`src/rtl/mem_arbiter_if.sv`:
```
// mem_arbiter_if: requester-side and memory-side signals for mem_arbiter.
// slave is the arbiter's view; master is the view of the requesters and the memory.
interface mem_arbiter_if #(
    parameter int W = 16
);
    logic         d_req;
    logic         d_wr;
    logic [W-1:0] d_addr;
    logic [W-1:0] d_wdata;
    logic         d_done;
    logic [W-1:0] d_rdata;
    logic         d_stall;
    logic         i_req;
    logic [W-1:0] i_addr;
    logic         i_done;
    logic [W-1:0] i_rdata;
    logic         i_stall;
    logic         mem_en;
    logic         mem_wr;
    logic [W-1:0] mem_addr;
    logic [W-1:0] mem_wdata;
    logic [W-1:0] mem_rdata;
    logic         mem_done;

    modport slave (
        input  d_req, d_wr, d_addr, d_wdata, i_req, i_addr, mem_rdata, mem_done,
        output d_done, d_rdata, d_stall, i_done, i_rdata, i_stall,
               mem_en, mem_wr, mem_addr, mem_wdata
    );

    modport master (
        output d_req, d_wr, d_addr, d_wdata, i_req, i_addr, mem_rdata, mem_done,
        input  d_done, d_rdata, d_stall, i_done, i_rdata, i_stall,
               mem_en, mem_wr, mem_addr, mem_wdata
    );
endinterface

```
`src/rtl/mem_arbiter.sv`:
```
// mem_arbiter: shares one memory port between a data side and an instruction-fetch side.
// Define MEM_ARB_RR_EN to alternate owners on contention; otherwise the data side always wins.
module mem_arbiter #(
    parameter int W = 16
) (
    input logic          clk,
    input logic          rst,
    mem_arbiter_if.slave bus
);
    typedef enum logic [1:0] {IDLE, ISSUE, WAIT} state_t;
    typedef enum logic {OWN_I, OWN_D} owner_t;

    state_t       r_state;
    state_t       w_next;
    owner_t       r_owner;
    owner_t       w_grant;
    logic [W-1:0] r_addr;
    logic [W-1:0] r_wdata;
    logic         r_wr;
    logic         w_any;
    logic         w_busy;
    logic         w_fin;
    logic         w_d_fin;
    logic         w_i_fin;

`ifdef MEM_ARB_RR_EN
    owner_t r_last;
    assign w_grant = (bus.d_req && bus.i_req) ? (r_last == OWN_D ? OWN_I : OWN_D)
                                              : (bus.d_req ? OWN_D : OWN_I);
`else
    assign w_grant = bus.d_req ? OWN_D : OWN_I;
`endif

    assign w_any  = bus.d_req | bus.i_req;
    assign w_busy = r_state != IDLE;
    // rst masks completion so an abandoned access never pulses done
    assign w_fin   = w_busy && bus.mem_done && !rst;
    assign w_d_fin = w_fin && r_owner == OWN_D;
    assign w_i_fin = w_fin && r_owner == OWN_I;

    always_comb begin
        w_next = r_state;
        w_next = r_state == IDLE ? (w_any ? ISSUE : IDLE) : (w_fin ? IDLE : WAIT);
    end

    always_ff @(posedge clk) begin
        if (rst) begin
            r_state <= IDLE;
            r_owner <= OWN_I;
            r_addr  <= '0;
            r_wr    <= 1'b0;
            r_wdata <= '0;
`ifdef MEM_ARB_RR_EN
            r_last  <= OWN_I;
`endif
        end else begin
            r_state <= w_next;
            if (r_state == IDLE && w_any) begin
                r_owner <= w_grant;
                r_addr  <= w_grant == OWN_D ? bus.d_addr : bus.i_addr;
                r_wr    <= w_grant == OWN_D && bus.d_wr;
                r_wdata <= w_grant == OWN_D ? bus.d_wdata : '0;
            end
`ifdef MEM_ARB_RR_EN
            if (w_fin) r_last <= r_owner;
`endif
        end
    end

    assign bus.mem_en    = r_state == ISSUE;
    assign bus.mem_wr    = w_busy && r_wr;
    assign bus.mem_addr  = w_busy ? r_addr : '0;
    assign bus.mem_wdata = w_busy ? r_wdata : '0;
    assign bus.d_done    = w_d_fin;
    assign bus.i_done    = w_i_fin;
    assign bus.d_rdata   = w_d_fin ? bus.mem_rdata : '0;
    assign bus.i_rdata   = w_i_fin ? bus.mem_rdata : '0;
    assign bus.d_stall   = bus.d_req && !w_d_fin;
    assign bus.i_stall   = bus.i_req && !w_i_fin;
endmodule

```
`src/flat_wrapper.sv`:
```
// flat-port wrapper written by rule: the top's interface ports become plain ports
module mem_arbiter_flat 
#(
    parameter int W = 16
)
  (clk, rst, bus_d_req, bus_d_wr, bus_d_addr, bus_d_wdata, bus_i_req, bus_i_addr, bus_mem_rdata, bus_mem_done, bus_d_done, bus_d_rdata, bus_d_stall, bus_i_done, bus_i_rdata, bus_i_stall, bus_mem_en, bus_mem_wr, bus_mem_addr, bus_mem_wdata);
  mem_arbiter_if #(.W(W)) bus_i ();
  input logic clk;
  input logic rst;
  input wire logic [$bits(bus_i.d_req)-1:0] bus_d_req;
  input wire logic [$bits(bus_i.d_wr)-1:0] bus_d_wr;
  input wire logic [$bits(bus_i.d_addr)-1:0] bus_d_addr;
  input wire logic [$bits(bus_i.d_wdata)-1:0] bus_d_wdata;
  input wire logic [$bits(bus_i.i_req)-1:0] bus_i_req;
  input wire logic [$bits(bus_i.i_addr)-1:0] bus_i_addr;
  input wire logic [$bits(bus_i.mem_rdata)-1:0] bus_mem_rdata;
  input wire logic [$bits(bus_i.mem_done)-1:0] bus_mem_done;
  output wire logic [$bits(bus_i.d_done)-1:0] bus_d_done;
  output wire logic [$bits(bus_i.d_rdata)-1:0] bus_d_rdata;
  output wire logic [$bits(bus_i.d_stall)-1:0] bus_d_stall;
  output wire logic [$bits(bus_i.i_done)-1:0] bus_i_done;
  output wire logic [$bits(bus_i.i_rdata)-1:0] bus_i_rdata;
  output wire logic [$bits(bus_i.i_stall)-1:0] bus_i_stall;
  output wire logic [$bits(bus_i.mem_en)-1:0] bus_mem_en;
  output wire logic [$bits(bus_i.mem_wr)-1:0] bus_mem_wr;
  output wire logic [$bits(bus_i.mem_addr)-1:0] bus_mem_addr;
  output wire logic [$bits(bus_i.mem_wdata)-1:0] bus_mem_wdata;
  assign bus_i.d_req = bus_d_req;
  assign bus_i.d_wr = bus_d_wr;
  assign bus_i.d_addr = bus_d_addr;
  assign bus_i.d_wdata = bus_d_wdata;
  assign bus_i.i_req = bus_i_req;
  assign bus_i.i_addr = bus_i_addr;
  assign bus_i.mem_rdata = bus_mem_rdata;
  assign bus_i.mem_done = bus_mem_done;
  assign bus_d_done = bus_i.d_done;
  assign bus_d_rdata = bus_i.d_rdata;
  assign bus_d_stall = bus_i.d_stall;
  assign bus_i_done = bus_i.i_done;
  assign bus_i_rdata = bus_i.i_rdata;
  assign bus_i_stall = bus_i.i_stall;
  assign bus_mem_en = bus_i.mem_en;
  assign bus_mem_wr = bus_i.mem_wr;
  assign bus_mem_addr = bus_i.mem_addr;
  assign bus_mem_wdata = bus_i.mem_wdata;
  mem_arbiter #(.W(W)) u_core (.clk(clk), .rst(rst), .bus(bus_i));
endmodule
```
`config.mk`:
```
export PLATFORM = sky130hd
export DESIGN_NAME = mem_arbiter_flat
export DESIGN_NICKNAME = d
export VERILOG_FILES = /design/src/rtl/mem_arbiter_if.sv /design/src/rtl/mem_arbiter.sv /design/src/flat_wrapper.sv
export SDC_FILE = /design/constraint.sdc
export NUM_CORES = 1
export LEC_CHECK = 0
export ABC_AREA = 1
export BUFFER_PORTS_ARGS = -buffer_cell sky130_fd_sc_hd__buf_2
export CELL_PAD_IN_SITES_DETAIL_PLACEMENT = 1
export CELL_PAD_IN_SITES_GLOBAL_PLACEMENT = 1
export CORE_UTILIZATION = 25
export DETAILED_ROUTE_END_ITERATION = 8
export GPL_TIMING_DRIVEN = 0
export PLACE_DENSITY = 0.83
export SLEW_MARGIN = 0
export SYNTH_ARGS = -nofsm -noshare
export SYNTH_HDL_FRONTEND = slang
export SYNTH_SLANG_ARGS = --single-unit
```
`constraint.sdc`:
```
create_clock -name clk -period 1.3 [get_ports clk]
set_clock_uncertainty 0.15 [all_clocks]
set_input_delay 0.065 -clock clk [delete_from_list [all_inputs] [get_ports clk]]
set_output_delay 0.065 -clock clk [all_outputs]
set_load 0.01 [all_outputs]
```
* After elaboration in Yosys (flattened, before gate mapping) *
Index checks and enable logic that the tools add are counted.

word-level totals
  bits in registers = 36
  input port bits = 70
  output and inout bits = 70
  word-level logic and storage cells = 32

cells by class
  eq/ne operators = 1
  mux-type cells = 10
  bitwise operators = 2
  reductions and logical operators = 14

operators with widths
  kind                number
  $mux 16             6
  $logic_and 1x1->1   9
  $mux 2              2
  $logic_not 1->1     3
  $eq 2x1->1 const B  1
  $logic_not 2->1     1
  $mux 1              2
  $reduce_bool 2->1   1
  $not 1->1           1
  $or 1x1->1          1

* Depth between registers and ports, before layout *
Gate-level depths: netlist of the first run.

  depth in word-level cells = 6
  mapped depth = 8
  mapped depth without buffers = 6

* Least setup slack after synthesis of the first run *
OpenSTA, ideal clock, no wires.

  path type = register to output
  from = register u_core.r_state[1]
  to = output port bus_d_rdata[10]
  arrival time = 1.014 ns
  required time = 1.085 ns
  slack = 0.071 ns
  stages on the path, launching flop included = 6
  cell sequence = dfxtp_1 > inv_2 > nand2_2 > nand4_4 > buf_2 > nor2_1

between the ends
  word-level cells in the longest chain between the ends = 5

RTL lines
  element                          RTL line            RTL
  from (decl)                      mem_arbiter.sv:13   state_t r_state;
  from (signal assigned)           mem_arbiter.sv:57   r_state <= w_next;
  $reduce_bool 2->1                mem_arbiter.sv:35   assign w_busy = r_state != IDLE;
  $logic_and 1x1->1 (2 in series)  mem_arbiter.sv:37   assign w_fin = w_busy && bus.mem_done && !rst;
  $logic_and 1x1->1                mem_arbiter.sv:38   assign w_d_fin = w_fin && r_owner == OWN_D;
  $mux 16                          mem_arbiter.sv:76   assign bus.d_rdata = w_d_fin ? bus.mem_rdata : '0;
  to (decl)                        flat_wrapper.sv:19  output wire logic [$bits(bus_i.d_rdata)-1:0] bus_d_rdata;

No other way between the ends.

* Final worst setup path of the first run *
  from = register u_core.r_state[0]
  to = output port bus_i_rdata[7]

between the ends
  word-level cells in the longest chain between the ends = 5

RTL lines
  element                          RTL line            RTL
  $reduce_bool 2->1                mem_arbiter.sv:35
  $logic_and 1x1->1 (2 in series)  mem_arbiter.sv:37
  $logic_and 1x1->1                mem_arbiter.sv:39   assign w_i_fin = w_fin && r_owner == OWN_I;
  $mux 16                          mem_arbiter.sv:77   assign bus.i_rdata = w_i_fin ? bus.mem_rdata : '0;
  to (decl)                        flat_wrapper.sv:22  output wire logic [$bits(bus_i.i_rdata)-1:0] bus_i_rdata;

No other way between the ends.

==> impl_metrics.ini, run 1 <==
[status]
outcome = finished with violations
failed_checks = negative hold slack, negative setup slack

[floorplanning]
start_util = 0.262
core_um2 = 7850
rows = 32
die_h_um = 92.7
dieArea_um2 = 8600
ios = 140
die_x_um = 92.7

[timing]
hold_ws_ns = -0.00615
fmax_mhz = 629
setup-violations-final = 105
setup_ws_ns = -0.289
worst_slew_pin_slew_ns = 0.735
fin_crit_ns = 1.59
drv_slew = 0
relSlewSlack = 0.510
rsz0062_at_grt = yes
fin_crit_sh = 1.22
finalHoldViolCount = 1

[layout]
nets = 638
area_growth_syn_to_layout_pct = 129
layout-drive-gt1-share = 0.541
fin_cells = 673
final_area_um2 = 4710
fillers = 963
fin_util = 0.600

[placement]
placed_area_um2 = 2880
io_buffers = 138
dpl.hpwl_um = 5560
dpl.cell_count = 597
globalplace.congestion = 0.760

[flow_run]
maxCapViolations = 0

[synth]
syn_inst = 357
ys.warnings.count = 0
syn-cell-area_um2 = 2060
synthTopCellsByArea = dfxtp_1 (35%), nand2_1 (18%), nor2_1 (18%), inv_1 (10%), a21oi_1 (4.4%)
ys_async_sr_fraction = 0
synth_ff_type = dfxtp_1
syn_area_per_cell_um2 = 5.77
syn_nets = 427
yosysMostFrequentCell = nand2_1
yosysTopAreaCellShare = 0.350
ys_seq_area_frac = 0.350
yosys-top-cells-count = nand2_1 (101), nor2_1 (99), inv_1 (56)
synth.lib_cells_used.distinct = 17
synth-seq-cells = 36
synth_edf_count = 0
synth.largest_area_cell = dfxtp_1

[clock_tree]
clkLatencyLatePin_ns = 0.28
cts_sinks = 36
h-tree-depth = 2
path_clk_slew_ns = 0.08
cts_tree = yes
clock_path_buffers = 2
cts-buffers-inserted = 5
root_buffer = clkbuf_8

[critical_path]
r2r-start = u_core.r_state[0]$_SDFF_PP0_
rr_worst_depth = 8
cp-start-kind = flip-flop
crit_arrival_ns = 1.37
startpoint = u_core.r_state[0]$_SDFF_PP0_
crit_fanout = 5
setup.worst_path.class = flip-flop to output port
cp_slowest_cell = dfxtp_2
r2r_end = u_core.r_addr[6]$_SDFFE_PP0P_
cp-end-kind = output port
crit_required_ns = 1.09
path_cells = inv_2 -> nand2_4 -> nand4_4 -> buf_6 -> nor2_1 -> buf_2
ff2ff_setup_slack_ns = -0.24
cp-endpoint = bus_i_rdata[7]
critPathMaxStageDelay_ns = 0.37

[drt]
drc = 0
first_pass_iters = 4
num_vias = 3054
vias_per_cell = 4.54
wl_per_cell_um = 16.5
drt-initial-drc-count = 47
postRouteAntennaNets = 0
drt-total-wl_um = 11100

[global_route]
grt_max_degree = 13
grt_antenna_before_repair = 2
grt-ovfl-total = 0
grt_pass1_wl_um = 14100
track_usage = 0.207
grt_pass1_vias = 3049

[pwr]
power_density_nw_per_um2 = 807
vdd_drop_max_v = 0.000474
power_leakage_nw = 2.39

[worst_hold_path]
hold_path.class = input pin to flip-flop
[power by group]
| part | internal (mW) | total, mW | switching (mW) | leakage [nW] |
|---|---|---|---|---|
| Clock | 0.570 | 0.988 | 0.418 | 0.0552 |
| Combinational | 0.744 | 1.55 | 0.810 | 2.04 |
| Sequential | 1.20 | 1.26 | 0.0598 | 0.298 |
| Total | 2.51 | 3.80 | 1.29 | 2.39 |
[kinds of logic after synthesis]
| family | Yosys count | synth area share |
|---|---|---|
| AOI/OAI and AO/OA | 18 | 0.0438 |
| buffers and inverters | 79 | 0.160 |
| DFF | 36 | 0.350 |
| and+or+nand+nor | 224 | 0.446 |
[cells in the final DEF, fill, tap and decap left out]
| master | instances |
|---|---|
| a21oi_1 | 1 |
| a21oi_2 | 17 |
| buf_1 | 1 |
| buf_12 | 5 |
| buf_2 | 112 |
| buf_4 | 4 |
| buf_6 | 36 |
| buf_8 | 7 |
| bufinv_16 | 1 |
| clkbuf_1 | 3 |
| clkbuf_16 | 8 |
| clkbuf_8 | 5 |
| clkinv_2 | 1 |
| dfxtp_1 | 33 |
| dfxtp_2 | 2 |
| dfxtp_4 | 1 |
| diode_2 | 2 |
| dlygate4sd3_1 | 48 |
| inv_1 | 51 |
| inv_2 | 7 |
| inv_4 | 1 |
| nand2_1 | 61 |
| nand2_2 | 14 |
| nand2_4 | 28 |
| nand2_8 | 2 |
| nand3_1 | 17 |
| nand4_4 | 2 |
| nor2_1 | 45 |
| nor2_2 | 25 |
| nor2_4 | 30 |
| nor3_1 | 1 |
[worst max-delay path, delay by kind of cell, from the launching register on]
| family | cells | cell delay (ns) |
|---|---|---|
| buf+inv | 3 | 0.39 |
| flops | 1 | 0.37 |
| simple gates | 3 | 0.33 |
[metrics by stage]
| stage | total power [mW] | setup WS (ns) | TNS [ns] |
|---|---|---|---|
| finish | 3.80 | -0.289 | -20.19 |
| global route | 3.97 | -0.337 | -24.13 |
| CTS | 3.18 | -0.231 | -17.73 |
| detailed placement | 2.02 | -0.274 | -8.17 |
| global placement | 1.99 | -0.257 | -6.78 |
| floorplan | 1.71 | 0.0712 | 0 |
[registers in the layout, indices dropped and copies added (netlist names)]
name / cells
u_core.r_addr: 16
u_core.r_wdata: 16
u_core.r_state: 2
u_core.r_owner: 1
u_core.r_wr: 1
[layout make-up]
class	count	area, um2	area share
Clock buffer	6	72.6	0.0154
Buffer	19	216	0.0460
Tap cell	102	128	0.0271
Clock inverter	2	35.0	0.00744
Antenna cell	2	5.00	0.00106
Multi-Input combinational cell	243	1620	0.345
Timing Repair Buffer	204	1680	0.356
Inverter	59	224	0.0476
Sequential cell	36	727	0.154
[routing by layer]
metal / global-route usage / share of wire / up-vias / wire, um
met5: 0 / 0 / - / 0
li1: - / - / 1466 / -
met1: 0.208 / 0.36 / 1448 / 4050
met4: 0.0526 / 0.020 / 0 / 219
met2: 0.425 / 0.57 / 124 / 6320
met3: 0.0411 / 0.048 / 16 / 536
[worst min path at each step]
stage,from,to,slack [ns],cells past startpoint
finish,bus_d_addr[11],u_core.r_addr[11]$_SDFFE_PP0P_,-0.006,5
global route,bus_d_addr[15],u_core.r_addr[15]$_SDFFE_PP0P_,0.03,5
CTS,bus_d_addr[11],u_core.r_addr[11]$_SDFFE_PP0P_,0.001,5
detailed placement,bus_d_wdata[5],u_core.r_wdata[5]$_SDFFE_PP0P_,0.19,3
global placement,bus_d_wdata[0],u_core.r_wdata[0]$_SDFFE_PP0P_,0.19,3
floorplan,bus_mem_done,u_core.r_state[1]$_SDFF_PP0_,-0.006,1
[timing repair]
item	4_1_cts	5_1_grt
setup buffers	6	2
pin swaps	2	14
cloned	2	9
gates resized for setup	46	207
hold endpoints to repair	33	1
setup endpoints to repair	102	104
hold buffers	47	1
Note: power is estimated with default switching activity, not from simulation.
==> inputs of run 2 (changes only) <==
--- a/config.mk
+++ b/config.mk
@@ -6,13 +6,13 @@
 export NUM_CORES = 1
 export LEC_CHECK = 0
 export ABC_AREA = 1
-export BUFFER_PORTS_ARGS = -buffer_cell sky130_fd_sc_hd__buf_2
 export CELL_PAD_IN_SITES_DETAIL_PLACEMENT = 1
 export CELL_PAD_IN_SITES_GLOBAL_PLACEMENT = 1
 export CORE_UTILIZATION = 25
 export DETAILED_ROUTE_END_ITERATION = 8
+export DONT_BUFFER_PORTS = 1
 export GPL_TIMING_DRIVEN = 0
-export PLACE_DENSITY = 0.83
+export PLACE_DENSITY = 0.59
 export SLEW_MARGIN = 0
 export SYNTH_ARGS = -nofsm -noshare
 export SYNTH_HDL_FRONTEND = slang
==> run 2 against run 1 <==
  * The flow finishes with violations (negative setup slack)
  * Sequential cell count unchanged
  * Combinational power decreased by 7%
  * Setup slack better by 0.060 ns
  * Routed wire length is 17% lower
  * Largest cell class is now multi-input gates
==> impl_metrics.ini, run 2 (same netlist as run 1, synthesis figures left out) <==
[layout]
top_regs = u_core.r_addr: 16 flops, u_core.r_wdata: 16 flops, u_core.r_state: 2 flops
nets = 508
layout-drive-gt1-share = 0.426
area_growth_syn_to_layout_pct = 101
most-common-layout-cells = nand2_1 (66), nor2_4 (59), inv_1 (53)
fin_util = 0.528
mostFrequentLayoutCell = nand2_1

[timing]
drv_slew = 0
setup-violations-final = 104
finalHoldViolCount = 0
fmax_mhz = 654
setup_ws_ns = -0.229
worst_slew_pin_slew_ns = 0.734
rsz0062_at_grt = yes
fin_setup_tns_ns = -14.61
relSlewSlack = 0.510
fin_crit_sh = 1.18
fin_crit_ns = 1.53

[critical_path]
r2r-start = u_core.r_state[1]$_SDFF_PP0_
r2r_end = u_core.r_wdata[13]$_SDFFE_PP0P_
crit_fanout = 6
critPathMaxStageDelay_ns = 0.37
setup.worst_path.class = flip-flop to output port
rr_worst_depth = 7
crit_required_ns = 1.09
cp_slowest_cell = dfxtp_2
crit_arrival_ns = 1.31
ff2ff_setup_slack_ns = -0.16
cp-end-kind = output port
path_cells = inv_2 -> nand2_4 -> nand4_4 -> clkbuf_16 -> nor2_4
cp-start-kind = flip-flop

[floorplanning]
rows = 32
ios = 140
die_x_um = 92.7
core_um2 = 7850
dieArea_um2 = 8600
start_util = 0.262
die_h_um = 92.7

[global_route]
grt_pass1_vias = 2500
track_usage = 0.187
grt_max_degree = 12
grt_antenna_before_repair = 2
grt_pass1_wl_um = 12400
grt-ovfl-total = 0

[placement]
globalplace.congestion = 0.713
io_buffers = 0
dp_slack_ns = -0.217
dpl.hpwl_um = 4850

[status]
outcome = finished with violations
failed_checks = negative setup slack

[pwr]
vdd_drop_max_v = 0.000473
power_density_nw_per_um2 = 863
power_leakage_nw = 1.75

[drt]
postRouteAntennaNets = 0
drc = 0
first_pass_iters = 4
wl_per_cell_um = 17.0
num_vias = 2567
vias_per_cell = 4.73
drt-total-wl_um = 9260
drt-initial-drc-count = 55

[clock_tree]
path_clk_slew_ns = 0.07
cts_tree = yes
cts-buffers-inserted = 5
h-tree-depth = 2
root_buffer = clkbuf_8
cts_sinks = 36
clkLatencyLatePin_ns = 0.30
clock_path_buffers = 2

[worst_hold_path]
min_to = u_core.r_addr[4]$_SDFFE_PP0P_
hold_path.class = input pin to flip-flop
holdPathStages = 5
min_from = bus_d_req

[flow_run]
maxCapViolations = 0
-- run 2: final cells by class --
class | count | area (um2)
antenna | 2 | 5.00
buffer | 18 | 219
clock buffer | 7 | 86.3
clock inverter | 1 | 7.51
fill | 890 | 3710
inverter | 59 | 239
multi-input combinational | 245 | 1830
sequential | 36 | 727
tap | 102 | 128
timing repair buffer | 73 | 902
-- run 2: report_power, final --
group	total (mW)	switching, mW	internal, mW
Clock	0.883	0.451	0.432
Sequential	1.25	0.0555	1.19
Combinational	1.44	0.793	0.645
-- run 2: how the worst max path moves through the flow --
stage,start,end
after floorplan,u_core.r_state[1]$_SDFF_PP0_,bus_d_rdata[10]
after global placement,u_core.r_state[1]$_SDFF_PP0_,bus_mem_addr[4]
after detailed placement,u_core.r_state[1]$_SDFF_PP0_,bus_mem_addr[4]
after CTS,u_core.r_state[0]$_SDFF_PP0_,bus_d_rdata[7]
after global routing,u_core.r_state[1]$_SDFF_PP0_,bus_i_rdata[13]
final,u_core.r_state[0]$_SDFF_PP0_,bus_i_rdata[9]
-- run 2: per-layer routing --
layer,part of all wire,vias to the layer above,global-route usage
met4,0.025,0,0.0564
met3,0.055,18,0.0443
met1,0.39,1215,0.211
met5,0,-,0
li1,-,1216,-
met2,0.53,118,0.347
-- run 2: timing repair --
action / CTS / global route
resized for setup: 129 / 144
buffers inserted: 8 / 4
endpoints found under the setup margin: 86 / 103
hold endpoints to repair: 34 / 0
hold buffers: 51 / 0
cloned: 6 / 7
pin swaps: 7 / 30
-- run 2: stage by stage --
step                      total power, mW  cell area, um2  hold slack (ns)  std cells
after floorplan                      1.71            2060         -0.00569        357
after CTS                            3.19            3430           0.0193        532
final                                3.57            4140           0.0664        543
after global routing                 3.75            4140            0.110        543
after detailed placement             1.85            2190         -0.00200        459
after global placement               1.84            2190         -0.00224        459
-- run 2: critical path: cells and delay by family, from the launching register on --
| family | cells | cell delay [ns] |
|---|---|---|
| flip-flops | 1 | 0.37 |
| buffers and inverters | 2 | 0.29 |
| AND/OR/NAND/NOR | 3 | 0.36 |
==> inputs of run 3 (changes only) <==
--- a/config.mk
+++ b/config.mk
@@ -12,7 +12,7 @@
 export DETAILED_ROUTE_END_ITERATION = 8
 export DONT_BUFFER_PORTS = 1
 export GPL_TIMING_DRIVEN = 0
-export PLACE_DENSITY = 0.59
+export PLACE_DENSITY_LB_ADDON = 0.15
 export SLEW_MARGIN = 0
 export SYNTH_ARGS = -nofsm -noshare
 export SYNTH_HDL_FRONTEND = slang
==> run 3 against run 2 <==
  * The flow still finishes with violations (negative setup slack)
  * Clock-buffer cell count stayed put
  * Non-clock buffer count shrank 1
  * Setup slack lost 0.025 ns
  * Sequential cell count stayed put
==> impl_metrics.ini, run 3 (same netlist as run 1, synthesis figures left out) <==
[status]
outcome = finished with violations
failed_checks = negative setup slack

[clock_tree]
clkLatencyLatePin_ns = 0.30
h-tree-depth = 2
root_buffer = clkbuf_8
cts-buffers-inserted = 5
path_clk_slew_ns = 0.08
cts_sinks = 36
clock_path_buffers = 2
cts_tree = yes

[worst_hold_path]
min_to = u_core.r_wdata[15]$_SDFFE_PP0P_
holdPathStages = 2
hold_path.class = input pin to flip-flop
min_from = rst

[layout]
nets = 506
most-common-layout-cells = nand2_1 (70), inv_1 (52), dlygate4sd3_1 (51)
fillers = 923
final-seq-area_um2 = 726
mostFrequentLayoutCell = nand2_1
fin_cells = 539
layout-drive-gt1-share = 0.387
final_area_um2 = 3840
multi_input_area_um2 = 1620
top_regs = u_core.r_addr: 16 flops, u_core.r_wdata: 16 flops, u_core.r_state: 2 flops
diodes = 0
area_growth_syn_to_layout_pct = 86.8

[drt]
vias_per_cell = 4.55
wl_met3_um = 555
wl_met1_um = 3330
drc = 0
num_vias = 2454
wl_met2_um = 4660
postRouteAntennaNets = 0
top_layer = met4
drt-total-wl_um = 8610
first_pass_iters = 4
wl_per_cell_um = 16.0
drt-initial-drc-count = 47

[timing]
drv_slew = 0
hold_ws_ns = 0.0323
fin_crit_sh = 1.20
worst_slew_pin_slew_ns = 0.593
fmax_mhz = 643
finalHoldViolCount = 0
fin_setup_tns_ns = -18.55
rsz0062_at_grt = yes
setup-violations-final = 104
relSlewSlack = 0.604
fin_crit_ns = 1.55
setup_ws_ns = -0.255

[critical_path]
crit_required_ns = 1.09
crit_arrival_ns = 1.34
setup.worst_path.class = flip-flop to output port
crit_fanout = 7
cp_slowest_cell = dfxtp_2
cp-start-kind = flip-flop
cp_top_family = buffers and inverters
crit_top_cell = nor2_4
r2r-start = u_core.r_state[0]$_SDFF_PP0_
cp-end-kind = output port
rr_worst_depth = 9
crit_buf_inv = 4
critPathMaxStageDelay_ns = 0.35
path_cells = buf_4 -> nor2_4 -> buf_12 -> buf_6 -> clkbuf_16 -> nor2_4
ff2ff_setup_slack_ns = -0.23
r2r_end = u_core.r_addr[6]$_SDFFE_PP0P_

[floorplanning]
start_util = 0.262
ios = 140
die_h_um = 92.7
rows = 32
core_um2 = 7850
dieArea_um2 = 8600
die_x_um = 92.7

[global_route]
track_usage = 0.185
grt_max_degree = 12
grt_pass1_vias = 2444
grt-ovfl-total = 0
grt_antenna_before_repair = 0
grt_pass1_wl_um = 12300

[placement]
io_buffers = 0
placed_area_um2 = 2190
dpl.hpwl_um = 5040
dpl.cell_count = 459
globalplace.congestion = 0.693

[flow_run]
maxCapViolations = 0

[pwr]
power_leakage_nw = 1.62
power_density_nw_per_um2 = 884
vdd_drop_max_v = 0.000355
==> run 3: changes by cell type in the layout (fill, tap and decap cells not counted), sizes merged <==
cell    before  now
diode        2    0
clkinv       1    0
clkbuf      19   17
inv         58   59
bufbuf       0    1
nand4        4    3
==> run 3: where the power goes <==
part           switching, mW  total [mW]  internal [mW]
clock                  0.436       0.868          0.431
combinational          0.714        1.29          0.580
sequential            0.0410        1.24           1.19
==> run 3: worst max path at each step <==
| stage | startpoint | endpoint | slack (ns) | cells past startpoint |
|---|---|---|---|---|
| 3_5_place_dp | u_core.r_state[1]$_SDFF_PP0_ | bus_mem_addr[3] | -0.23 | 3 |
| 2_1_floorplan | u_core.r_state[1]$_SDFF_PP0_ | bus_d_rdata[10] | 0.07 | 5 |
| 3_3_place_gp | u_core.r_state[1]$_SDFF_PP0_ | bus_mem_addr[3] | -0.19 | 3 |
| 6_report | u_core.r_state[0]$_SDFF_PP0_ | bus_mem_addr[3] | -0.25 | 6 |
| 4_1_cts | u_core.r_state[1]$_SDFF_PP0_ | bus_d_rdata[1] | -0.25 | 5 |
| 5_1_grt | u_core.r_state[0]$_SDFF_PP0_ | bus_d_rdata[11] | -0.31 | 5 |
==> run 3: routing by layer <==
| layer | vias up | global-route usage |
|---|---|---|
| met4 | 0 | 0.0423 |
| li1 | 1201 | - |
| met2 | 99 | 0.350 |
| met3 | 7 | 0.0468 |
| met1 | 1147 | 0.205 |
| met5 | - | 0 |
==> run 3: area by class of cell <==
| cell class | count | area share |
|---|---|---|
| multi-input cells | 244 | 0.421 |
| repair buffers | 70 | 0.213 |
| flip-flops and latches | 36 | 0.189 |
| plain buffers | 20 | 0.0615 |
| inverters | 59 | 0.0582 |
| well taps | 102 | 0.0332 |
| clock buffers | 7 | 0.0225 |
| clock inverters | 1 | 0.00195 |
==> run 3: through the flow <==
| stage | power, mW | utilization | worst slack, ns |
|---|---|---|---|
| final | 3.40 | 0.490 | -0.255 |
| after detailed placement | 1.86 | 0.279 | -0.228 |
| after floorplan | 1.71 | - | 0.0712 |
| after global routing | 3.60 | 0.490 | -0.306 |
| after CTS | 3.04 | 0.409 | -0.253 |
| after global placement | 1.85 | 0.279 | -0.195 |
==> run 3: timing repair <==
action,in CTS,in global routing
hold buffers,51,0
setup endpoints to repair,80,104
pin swaps,1,12
gates cloned,3,6
hold endpoints to repair,34,0
resized for setup,90,130
buffers inserted,9,3
